==> src/rtl/sprite_line_renderer_pkg.sv <==
// Shared types for the sprite pipeline stages (state encoding, coordinate width default).
// Latency: none, types and constants only.
// Backpressure: none.
package sprite_line_renderer_pkg;

  localparam int CORDW_DEF = 10;

  typedef enum logic [2:0] {
    IDLE,
    FETCH,
    WAIT,
    READY,
    DRAW
  } spr_state_e;

endpackage

==> src/rtl/sprite_shifter.sv <==
// Line buffer for one sprite row plus scale/pixel counters; MSB is the current pixel.
// Latency: load/start/adv take effect on the next clk edge; msb/done are combinational from state.
// Backpressure: none, the controller advances it once per pixel clock while drawing.
// Ports: load/load_dat capture a row, start rewinds the counters, adv steps one cycle,
//        msb is the pixel under the beam, done marks the last cycle of the scaled span.
module sprite_shifter #(
  parameter int WIDTH = 30,
  parameter int SCALE = 1
) (
  input  logic             clk,
  input  logic             rst_n,
  input  logic             load,
  input  logic [WIDTH-1:0] load_dat,
  input  logic             start,
  input  logic             adv,
  output logic             msb,
  output logic             done
);

  localparam int SCW = (SCALE > 1) ? $clog2(SCALE) : 1;
  localparam int PCW = (WIDTH > 1) ? $clog2(WIDTH) : 1;

  logic [WIDTH-1:0] line_buf;
  logic [SCW-1:0]   sc;
  logic [PCW-1:0]   pc;
  logic             sc_wrap;

  assign sc_wrap = (sc == SCW'(SCALE - 1));

  always_ff @(posedge clk) begin
    if (!rst_n) begin
      line_buf <= '0;
      sc       <= '0;
      pc       <= '0;
    end else begin
      if (load) begin
        line_buf <= load_dat;
      end
      if (start) begin
        sc <= '0;
        pc <= '0;
      end else if (adv) begin
        // Each source pixel is held for SCALE cycles before the next one moves up.
        if (sc_wrap) begin
          sc       <= '0;
          pc       <= pc + PCW'(1);
          line_buf <= line_buf << 1;
        end else begin
          sc <= sc + SCW'(1);
        end
      end
    end
  end

  assign msb  = line_buf[WIDTH-1];
  assign done = sc_wrap && (pc == PCW'(WIDTH - 1));

endmodule

==> src/rtl/sprite_line_renderer.sv <==
// Per-scanline sprite row fetch from a 1-cycle ROM, then pixel-serial emission across the sprite span.
// Latency: row fetched 2 cycles after line_start; pix lags the matching sx by 1 cycle.
// Backpressure: none; a ROM address echo mismatch re-issues the fetch, line_start aborts anything in flight.
// Ports: line_start/sy/spr_x/spr_y set up the next line, sx/de track the beam,
//        rom_addr/rom_addr_ret/rom_data talk to the sprite ROM, pix/drawing feed the colour mux.
module sprite_line_renderer
  import sprite_line_renderer_pkg::*;
#(
  parameter  int WIDTH = 30,
  parameter  int DEPTH = 21,
  parameter  int CORDW = CORDW_DEF,
  parameter  int SCALE = 1,
  localparam int ADDRW = $clog2(DEPTH)
) (
  input  logic             clk,
  input  logic             rst_n,
  input  logic             line_start,
  input  logic [CORDW-1:0] sy,
  input  logic [CORDW-1:0] sx,
  input  logic             de,
  input  logic [CORDW-1:0] spr_x,
  input  logic [CORDW-1:0] spr_y,
  output logic [ADDRW-1:0] rom_addr,
  input  logic [ADDRW-1:0] rom_addr_ret,
  input  logic [WIDTH-1:0] rom_data,
  output logic             pix,
  output logic             drawing
);

  if (!(SCALE == 1 || SCALE == 2 || SCALE == 4 || SCALE == 8)) begin : g_bad_scale
    $error("sprite_line_renderer: SCALE must be 1, 2, 4 or 8");
  end

  localparam int SPAN_H = DEPTH * SCALE;
  localparam int SSH    = $clog2(SCALE);

  spr_state_e       state, state_n;
  logic [CORDW-1:0] x_lat;
  logic [ADDRW-1:0] row_lat;
  logic [CORDW:0]   dy;
  logic             in_range;
  logic [ADDRW-1:0] new_row;
  logic             sh_load, sh_start, sh_adv, sh_msb, sh_done;

  // One extra bit keeps the sign so lines above the sprite read as negative.
  assign dy       = {1'b0, sy} - {1'b0, spr_y};
  assign in_range = !dy[CORDW] && (dy < (CORDW + 1)'(SPAN_H));
  assign new_row  = ADDRW'(dy >> SSH);

  always_comb begin
    state_n  = state;
    sh_load  = 1'b0;
    sh_start = 1'b0;
    sh_adv   = 1'b0;
    if (line_start) begin
      state_n = in_range ? FETCH : IDLE;
    end else begin
      case (state)
        FETCH: state_n = WAIT;
        WAIT: begin
          if (rom_addr_ret == row_lat) begin
            sh_load = 1'b1;
            state_n = READY;
          end else begin
            state_n = FETCH;
          end
        end
        READY: begin
          if (de && sx == x_lat) begin
            sh_start = 1'b1;
            state_n  = DRAW;
          end
        end
        DRAW: begin
          // Falling de clips a sprite hanging off the right edge.
          if (!de || sh_done) begin
            state_n = IDLE;
          end else begin
            sh_adv = 1'b1;
          end
        end
        default: state_n = IDLE;
      endcase
    end
  end

  always_ff @(posedge clk) begin
    if (!rst_n) begin
      state    <= IDLE;
      x_lat    <= '0;
      row_lat  <= '0;
      rom_addr <= '0;
    end else begin
      state <= state_n;
      if (line_start) begin
        x_lat <= spr_x;
        if (in_range) begin
          row_lat  <= new_row;
          rom_addr <= new_row;
        end
      end else if (state_n == FETCH) begin
        rom_addr <= row_lat;
      end
    end
  end

  sprite_shifter #(
    .WIDTH (WIDTH),
    .SCALE (SCALE)
  ) u_shifter (
    .clk      (clk),
    .rst_n    (rst_n),
    .load     (sh_load),
    .load_dat (rom_data),
    .start    (sh_start),
    .adv      (sh_adv),
    .msb      (sh_msb),
    .done     (sh_done)
  );

  assign drawing = (state == DRAW);
  assign pix     = drawing && sh_msb;

endmodule

==> config.mk <==
export PLATFORM = sky130hd
export DESIGN_NAME = sprite_line_renderer
export DESIGN_NICKNAME = d
export VERILOG_FILES = /design/src/rtl/sprite_line_renderer_pkg.sv /design/src/rtl/sprite_shifter.sv /design/src/rtl/sprite_line_renderer.sv
export SDC_FILE = /design/constraint.sdc
export NUM_CORES = 1
export LEC_CHECK = 0
export BUFFER_PORTS_ARGS = -buffer_cell sky130_fd_sc_hd__buf_4
export CORE_MARGIN = 1
export CORE_UTILIZATION = 58
export CTS_CLUSTER_SIZE = 40
export DETAILED_ROUTE_END_ITERATION = 8
export GPL_TIMING_DRIVEN = 0
export PLACE_DENSITY = 0.86
export SLEW_MARGIN = 20
export SYNTH_ARGS = -nofsm -noshare
export SYNTH_HDL_FRONTEND = slang
export SYNTH_HIERARCHICAL = 1
export SYNTH_SLANG_ARGS = --single-unit
==> constraint.sdc <==
create_clock -name clk -period 6.97 [get_ports clk]
set_input_delay 0.3485 -clock clk [delete_from_list [all_inputs] [get_ports clk]]
set_output_delay 0.3485 -clock clk [all_outputs]
set_load 0.005 [all_outputs]
==> results of run 1 <==
## cells by family after synthesis
| group | after synthesis |
|---|---|
| AND/OR/NAND/NOR | 106 |
| AO/OA/AOI/OAI | 73 |
| flip-flops | 58 |
| multiplexers | 56 |
| buffers and inverters | 41 |
| XOR/XNOR | 18 |
| adder cells (fa/ha/maj) | 13 |
## metal layers
layer  vias to the layer above  routed length [um]
met5                         -                   0
met4                         0                 138
met3                        15                 434
met2                        86                4016
met1                      1382                3582
li1                       1518                   -
## registers in the layout (all words and copies together), names as in the netlist
signal,flops
u_shifter/line_buf,30
row_lat,5
x_lat,10
u_shifter/pc,5
state,3
rom_addr,5
## critical path: stages
cell       delay (ps)
buf_4              70
inv_1              30
ha_1              210
fa_1              430
nor2b_1           210
o2111ai_1         160
nand2_1           130
mux2i_1           130
a2111oi_4         460
o21a_1            200
buf_6             130
mux2i_1           190
## cells in the final DEF (no fill, tap or decap), types with 3 or more instances in the layout
master | netlist | layout
or3_1 | 3 | 3
bufinv_16 | 0 | 3
inv_1 | 16 | 16
mux2_2 | 3 | 3
nor2_1 | 8 | 8
xnor2_1 | 17 | 17
o21ai_0 | 7 | 7
and3_1 | 3 | 3
buf_6 | 4 | 4
o211ai_1 | 4 | 4
mux2i_1 | 52 | 52
nor3_1 | 4 | 4
nand2_1 | 23 | 23
clkbuf_1 | 7 | 9
nand2b_1 | 3 | 3
nor3b_1 | 30 | 30
nor2b_1 | 12 | 12
a211oi_1 | 30 | 30
o21a_1 | 5 | 5
buf_4 | 1 | 86
a21oi_1 | 8 | 8
nand3_1 | 4 | 4
dfxtp_1 | 58 | 58
nand3b_1 | 4 | 4
ha_1 | 12 | 12
buf_2 | 10 | 10
nand4_1 | 5 | 5
clkbuf_8 | 0 | 9
## power groups by stage
stage | clock, mW | combinational [mW] | sequential [mW]
floorplan | 0 | 0.0705 | 0.345
global placement | 0 | 0.117 | 0.345
detailed placement | 0 | 0.121 | 0.345
CTS | 0.374 | 0.122 | 0.338
global route | 0.387 | 0.133 | 0.338
finish | 0.370 | 0.122 | 0.338
## per-stage QoR
step / hold slack (ps) / utilization, % / cells / setup WS [ps] / power [mW]
after floorplan: 454.4 / - / 365 / 4546 / 0.4150
final: 263.0 / 78.74 / 538 / 4546 / 0.8305
after global placement: 461.5 / 74.56 / 522 / 4306 / 0.4623
after global routing: 262.6 / 78.74 / 538 / 4437 / 0.8584
after detailed placement: 462.5 / 74.56 / 522 / 4212 / 0.4657
after CTS: 255.3 / 78.74 / 538 / 4564 / 0.8334
## final timing paths
check | slack (ps) | cells after the start | endpoint
max | 4550 | 12 | row_lat[4]$_SDFFE_PN0P_
min | 260 | 3 | x_lat[3]$_SDFFE_PN0P_
max reg2reg | 4820 | 8 | u_shifter/line_buf[0]$_SDFF_PN0_
min reg2reg | 470 | 2 | rom_addr[3]$_SDFFE_PN0P_
## cell type report
| class | count | area (um2) | area share, % |
|---|---|---|---|
| multi-input combinational | 266 | 2081 | 47.12 |
| sequential | 58 | 1161 | 26.30 |
| timing repair buffer | 85 | 638.1 | 14.45 |
| buffer | 24 | 147.6 | 3.344 |
| clock buffer | 11 | 131.4 | 2.975 |
| clock inverter | 5 | 102.6 | 2.324 |
| tap | 72 | 90.09 | 2.040 |
| inverter | 17 | 63.81 | 1.445 |
==> impl_results.md, run 1 <==
* Fin area at 4415 um2
* M2 GR Usage at 48.02%
* Mapped cell area at around 3500 um2
* Max-slew headroom at ~53%
* Post-DP HPWL at 6.135 mm
* Post-Syn Nets at ~460
* Post-synthesis sequential area ratio at 33.62%
* Worst EP arrival at roughly 2700 ps
* FF-to-FF Start: row_lat[3]$_SDFFE_PN0P_
* Post-cts resize count at 0
* Top post-synthesis cells by count: dfxtp_1, mux2i_1, a211oi_1, nor3b_1, nand2_1
* Leak at 1.847 nW
* Slew @ Worst Pin at 708.8 ps
* Mean Syn Cell Area at 9.461 um2
* Final slew viol count at 0
* Critical path class: primary input to flop
* Hold Startpoint: spr_x[3]
* Total of max-cap violations at 0
* Maximum fanout along the worst path at 6
* First-pass GRT wire length at ~14 mm
* GRT overflow at 0
* RSZ-0062 raised after global routing: false
* Crit path capture type: flop
* Placement Rows at 27
* Yosys top cell by area: dfxtp_1
* CORE AREA at 5608 um2
* Post-synth cell types at 54
* Post-synthesis register bit count at 58
* Vias in the first global route at 3037
* Crit. Startpoint: sy[0]
* Overall Global Routing Usage at approximately 28%
* EDFF count, synth at 0
* H-tree lvl count at 3
* Peak VDD IR at 185.9 uV
* Fillcell total at 413
* Reg clk slew, reported paths at around 70 ps
* Clk Latency, worst-skew pair at 340 ps
* Fmax achieved at approximately 410 MHz
* Area Growth Syn to Fin at 27.86%
* Residual DRC at 0
* CTS root buffer: clkbuf_8
* Post-DR vias/cell at about 5.6
* Global routing's busiest layer: met2
* Yosys warning count at 6
* Io pins at between 80 and 90
* Psw at between 150 and 200 uW
* Global-route met3 utilization at 7.011%
* Initial DRT Pass Iterations at 4
* Final-stage net count at around 550
* Share of total power in combinational logic at 14.7%
* Die Ht at ~79 um
* Pin count of the biggest net entering global routing at 12
* Fraction of layout cells with a size suffix above 1 at between 20 and 30%
* Hold-fix buffers, CTS at 0
* Reg power frac at 40.7%
* Initial detailed-routing violation count at 104
* Status: complete, no violations
* Num CTS Buffers at 9
* Clock sink count at 58
* Type of origin of the critical path: primary input
* Area share of and/or/nand/nor cells after synthesis at 18.12%
* Final hold violation count at 0
* Sw frac at 23.22%
* Met1 Resource Use GR at about a third
* Most frequent cell after synthesis: dfxtp_1
* DR WL/cell at ~15 um
* Post-Place Cell Area at 4182 um2
* Setup_tns at 0 ps
* Final worst-path cycle share at between 30% and 40%
* Synth top area cells: dfxtp_1, mux2i_1, a211oi_1
* Diode count at 0
* Synth top area share at 33.62%
* Clock share of power at 44.6%
* Post-layout min period at 2424 ps
* Top_reg_cell synth: dfxtp_1
* Post-route ant nets at 0
* Post-CTS setup buffers at 0
* Number of buffers added on ports at between 80 and 90
* P_int at 637.7 uW
* Die Area at 6266 um2
* Asr flop ratio synth at 0%
* Post-Synth XOR/XNOR Area at under 10%
* Initial antenna violation count at 0
* PwrDens at 188.1 nW/um2
* Hold WC Path Type: primary input to flop
* Synth Area in Adders at 4.928%
* WL final at 8.171 mm
* Die X at about 80 um
* Syn Inst Count at between 300 and 400
* TritonCTS clock tree: yes
* Initial Util at 61.58%
* Mux share of post-synthesis cell area at 16.49%
* Synth Area in Compound Gates at 16.16%
* Largest family of logic cells by synthesized area: simple AND/OR/NAND/NOR gates
* Worst EP required at around 7200 ps
* Final Skew at 4.988 ps
* Final setup violation count at 0
* Clk buf depth at 2
* Final GP Congestion at between 0.9 and 1
* Vias at 3001
No activity file was read; power rests on OpenSTA's default activity.
==> inputs of run 2 (changes only) <==
--- a/config.mk
+++ b/config.mk
@@ -7,11 +7,11 @@
 export LEC_CHECK = 0
 export BUFFER_PORTS_ARGS = -buffer_cell sky130_fd_sc_hd__buf_4
 export CORE_MARGIN = 1
-export CORE_UTILIZATION = 58
+export CORE_UTILIZATION = 48
 export CTS_CLUSTER_SIZE = 40
 export DETAILED_ROUTE_END_ITERATION = 8
 export GPL_TIMING_DRIVEN = 0
-export PLACE_DENSITY = 0.86
+export PLACE_DENSITY = 0.76
 export SLEW_MARGIN = 20
 export SYNTH_ARGS = -nofsm -noshare
 export SYNTH_HDL_FRONTEND = slang
==> constraint.sdc (replaced) <==
create_clock -name clk -period 2.1 [get_ports clk]
set_input_delay 0.105 -clock clk [delete_from_list [all_inputs] [get_ports clk]]
set_output_delay 0.105 -clock clk [all_outputs]
set_load 0.005 [all_outputs]
==> run 2 against run 1 <==
  * The flow now finishes with violations (negative setup slack)
  * Clock power grew to 3.4 times the previous value
  * Die area is 20% higher
  * Flip-flop and latch count stayed put
  * Count of clock-buffer cells in the layout is 1 higher
  * Non-clock buffer count is 2 higher
  * Clock skew is 5.9 ps higher
  * Register-to-register slack worse by 4800 ps
  * First-iteration DRC count is 12% lower
  * Largest cell class unchanged
  * Highest routed layer unchanged
==> impl_results.md, run 2 (synthesis results as in run 1) <==
* Hold-fix buffers, CTS at 0
* Type of origin of the critical path: primary input
* Maximum fanout along the worst path at 6
* Most frequent cells in the layout: buf_4, dfxtp_1, mux2i_1, a211oi_1, nor3b_1
* Area Growth Syn to Fin at 34.06%
* Vias in the first global route at 3021
* Number of buffers added on ports at 85
* Initial antenna violation count at 0
* Crit path capture type: flop
* Worst hold slack at 15.52 ps
* CORE AREA at 6869 um2
* DR WL/cell at 14.84 um
* Fin area at 4629 um2
* Critical path class: primary input to flop
* Largest registers: u_shifter/line_buf x30, x_lat x10
* Setup_tns at -28.23 ps
* Initial DRT Pass Iterations at 4
* Post-Place Cell Area at 4239 um2
* Total of max-cap violations at 0
* Clk Latency, worst-skew pair at 350 ps
* PwrDens at 612.8 nW/um2
* Die Area at 7538 um2
* Most common cell after layout, fill and taps aside: buf_4
* Final hold violation count at 0
* Final slew viol count at 0
* R2R Setup Slk at 30 ps
* Routed length on met2 at 3.989 mm
* Initial Util at around 50%
* Hold depth at 3
* Uppermost layer routed: met4
* Initial detailed-routing violation count at 92
* Placement Rows at 30
* Final Skew at 10.88 ps
* Leak at 1.889 nW
* Final Core Density at between 60% and 70%
* RSZ-0062 raised after global routing: true
* WL final at ~8.4 mm
* Worst EP required at 2370 ps
* Final-stage net count at 555
* Failing checks: negative setup slack
* PnR worst setup slack at -19.79 ps
* H-tree lvl count at 3
* Io pins at 86
* Reg clk slew, reported paths at 60 ps
* Worst Reg2Reg Path Length in Cells at 8
* Post-layout min period at 2120 ps
* Vias at roughly 3000
* Post-DP HPWL at 6.068 mm
* Fmax achieved at 471.7 MHz
* Fraction of layout cells with a size suffix above 1 at 32.26%
* Clock sink count at 58
* Status: complete, but fails checks
* Slew @ Worst Pin at approximately 730 ps
* Max-slew headroom at 51.58%
* CTS root buffer: clkbuf_8
* Largest register by flop count: u_shifter/line_buf
* Met1 WL at 3.740 mm
* Final setup violation count at 2
* Pin count of the biggest net entering global routing at 12
* Post-DR vias/cell at 5.335
* Die Ht at 86.82 um
* Met3 wire len at 501 um
* First-pass GRT wire length at 13.25 mm
* Worst EP arrival at 2390 ps
* Hold WC Path Type: primary input to flop
* Final worst-path cycle share at 100.9%
* Peak VDD IR at 495.6 uV
* Num CTS Buffers at 9
* Clk buf depth at 2
* GRT overflow at 0
* Final GP Congestion at approximately 0.81
* Post-route ant nets at 0
* Max reg flops at 30
* TritonCTS clock tree: yes
* Overall Global Routing Usage at a little under a quarter
* Residual DRC at 0
* Diode count at 0
* Die X at slightly below 90 um
## run 2: cell types whose count changed in the layout (fill, tap and decap cells not counted), moves of 3 or more
cell      change
ha_4          +4
buf_2         -3
clkbuf_4      +5
ha_1          -5
## run 2: area by class of cell
class	instances	area, um2
Buffer	24	167.7
Clock buffer	12	145.1
Timing Repair Buffer	87	656.9
Clock inverter	4	98.84
Sequential cell	58	1162
Tap cell	96	120.1
Inverter	17	66.31
Multi-Input combinational cell	266	2212
Fill cell	586	2240
## run 2: power by group
| group | switching (mW) | total [mW] | internal (mW) |
|---|---|---|---|
| combinational | 0.203 | 0.446 | 0.243 |
| clock | 0.446 | 1.27 | 0.823 |
| sequential | 0.00878 | 1.12 | 1.11 |
## run 2: repair_timing
item,in CTS,in global routing
setup endpoints to repair,1,35
pin swaps,0,7
buffers inserted,0,2
cloned,0,0
resized for setup,1,32
hold endpoints to repair,0,0
## run 2: per-layer routing
| metal | GRT usage [%] | up-vias |
|---|---|---|
| li1 | - | 1527 |
| met2 | 37.58 | 93 |
| met1 | 28.09 | 1375 |
| met3 | 7.619 | 14 |
| met4 | 6.818 | 0 |
| met5 | 0 | - |
## run 2: critical path: stages
cell	delay, ps
buf_6	100
inv_4	50
ha_4	200
o211ai_4	210
a21oi_4	60
or3_1	360
a211o_1	310
a2111oi_4	450
o21a_1	200
buf_6	130
mux2i_1	190
## run 2: through the flow
| stage | instances | total power [mW] | setup WS (ps) |
|---|---|---|---|
| floorplan | 365 | 1.384 | 0.9075 |
| global placement | 546 | 1.546 | -250.7 |
| detailed placement | 546 | 1.556 | -307.7 |
| CTS | 562 | 2.827 | 35.44 |
| global route | 564 | 2.953 | -105.9 |
| finish | 564 | 2.837 | -19.79 |
## run 2: worst paths after layout
path / startpoint / to
worst min-delay path: spr_x[9] / x_lat[9]$_SDFFE_PN0P_
worst max register to register: row_lat[3]$_SDFFE_PN0P_ / u_shifter/line_buf[0]$_SDFF_PN0_
worst min register to register: rom_addr[2]$_SDFFE_PN0P_ / rom_addr[2]$_SDFFE_PN0P_
worst max-delay path: spr_y[2] / row_lat[3]$_SDFFE_PN0P_
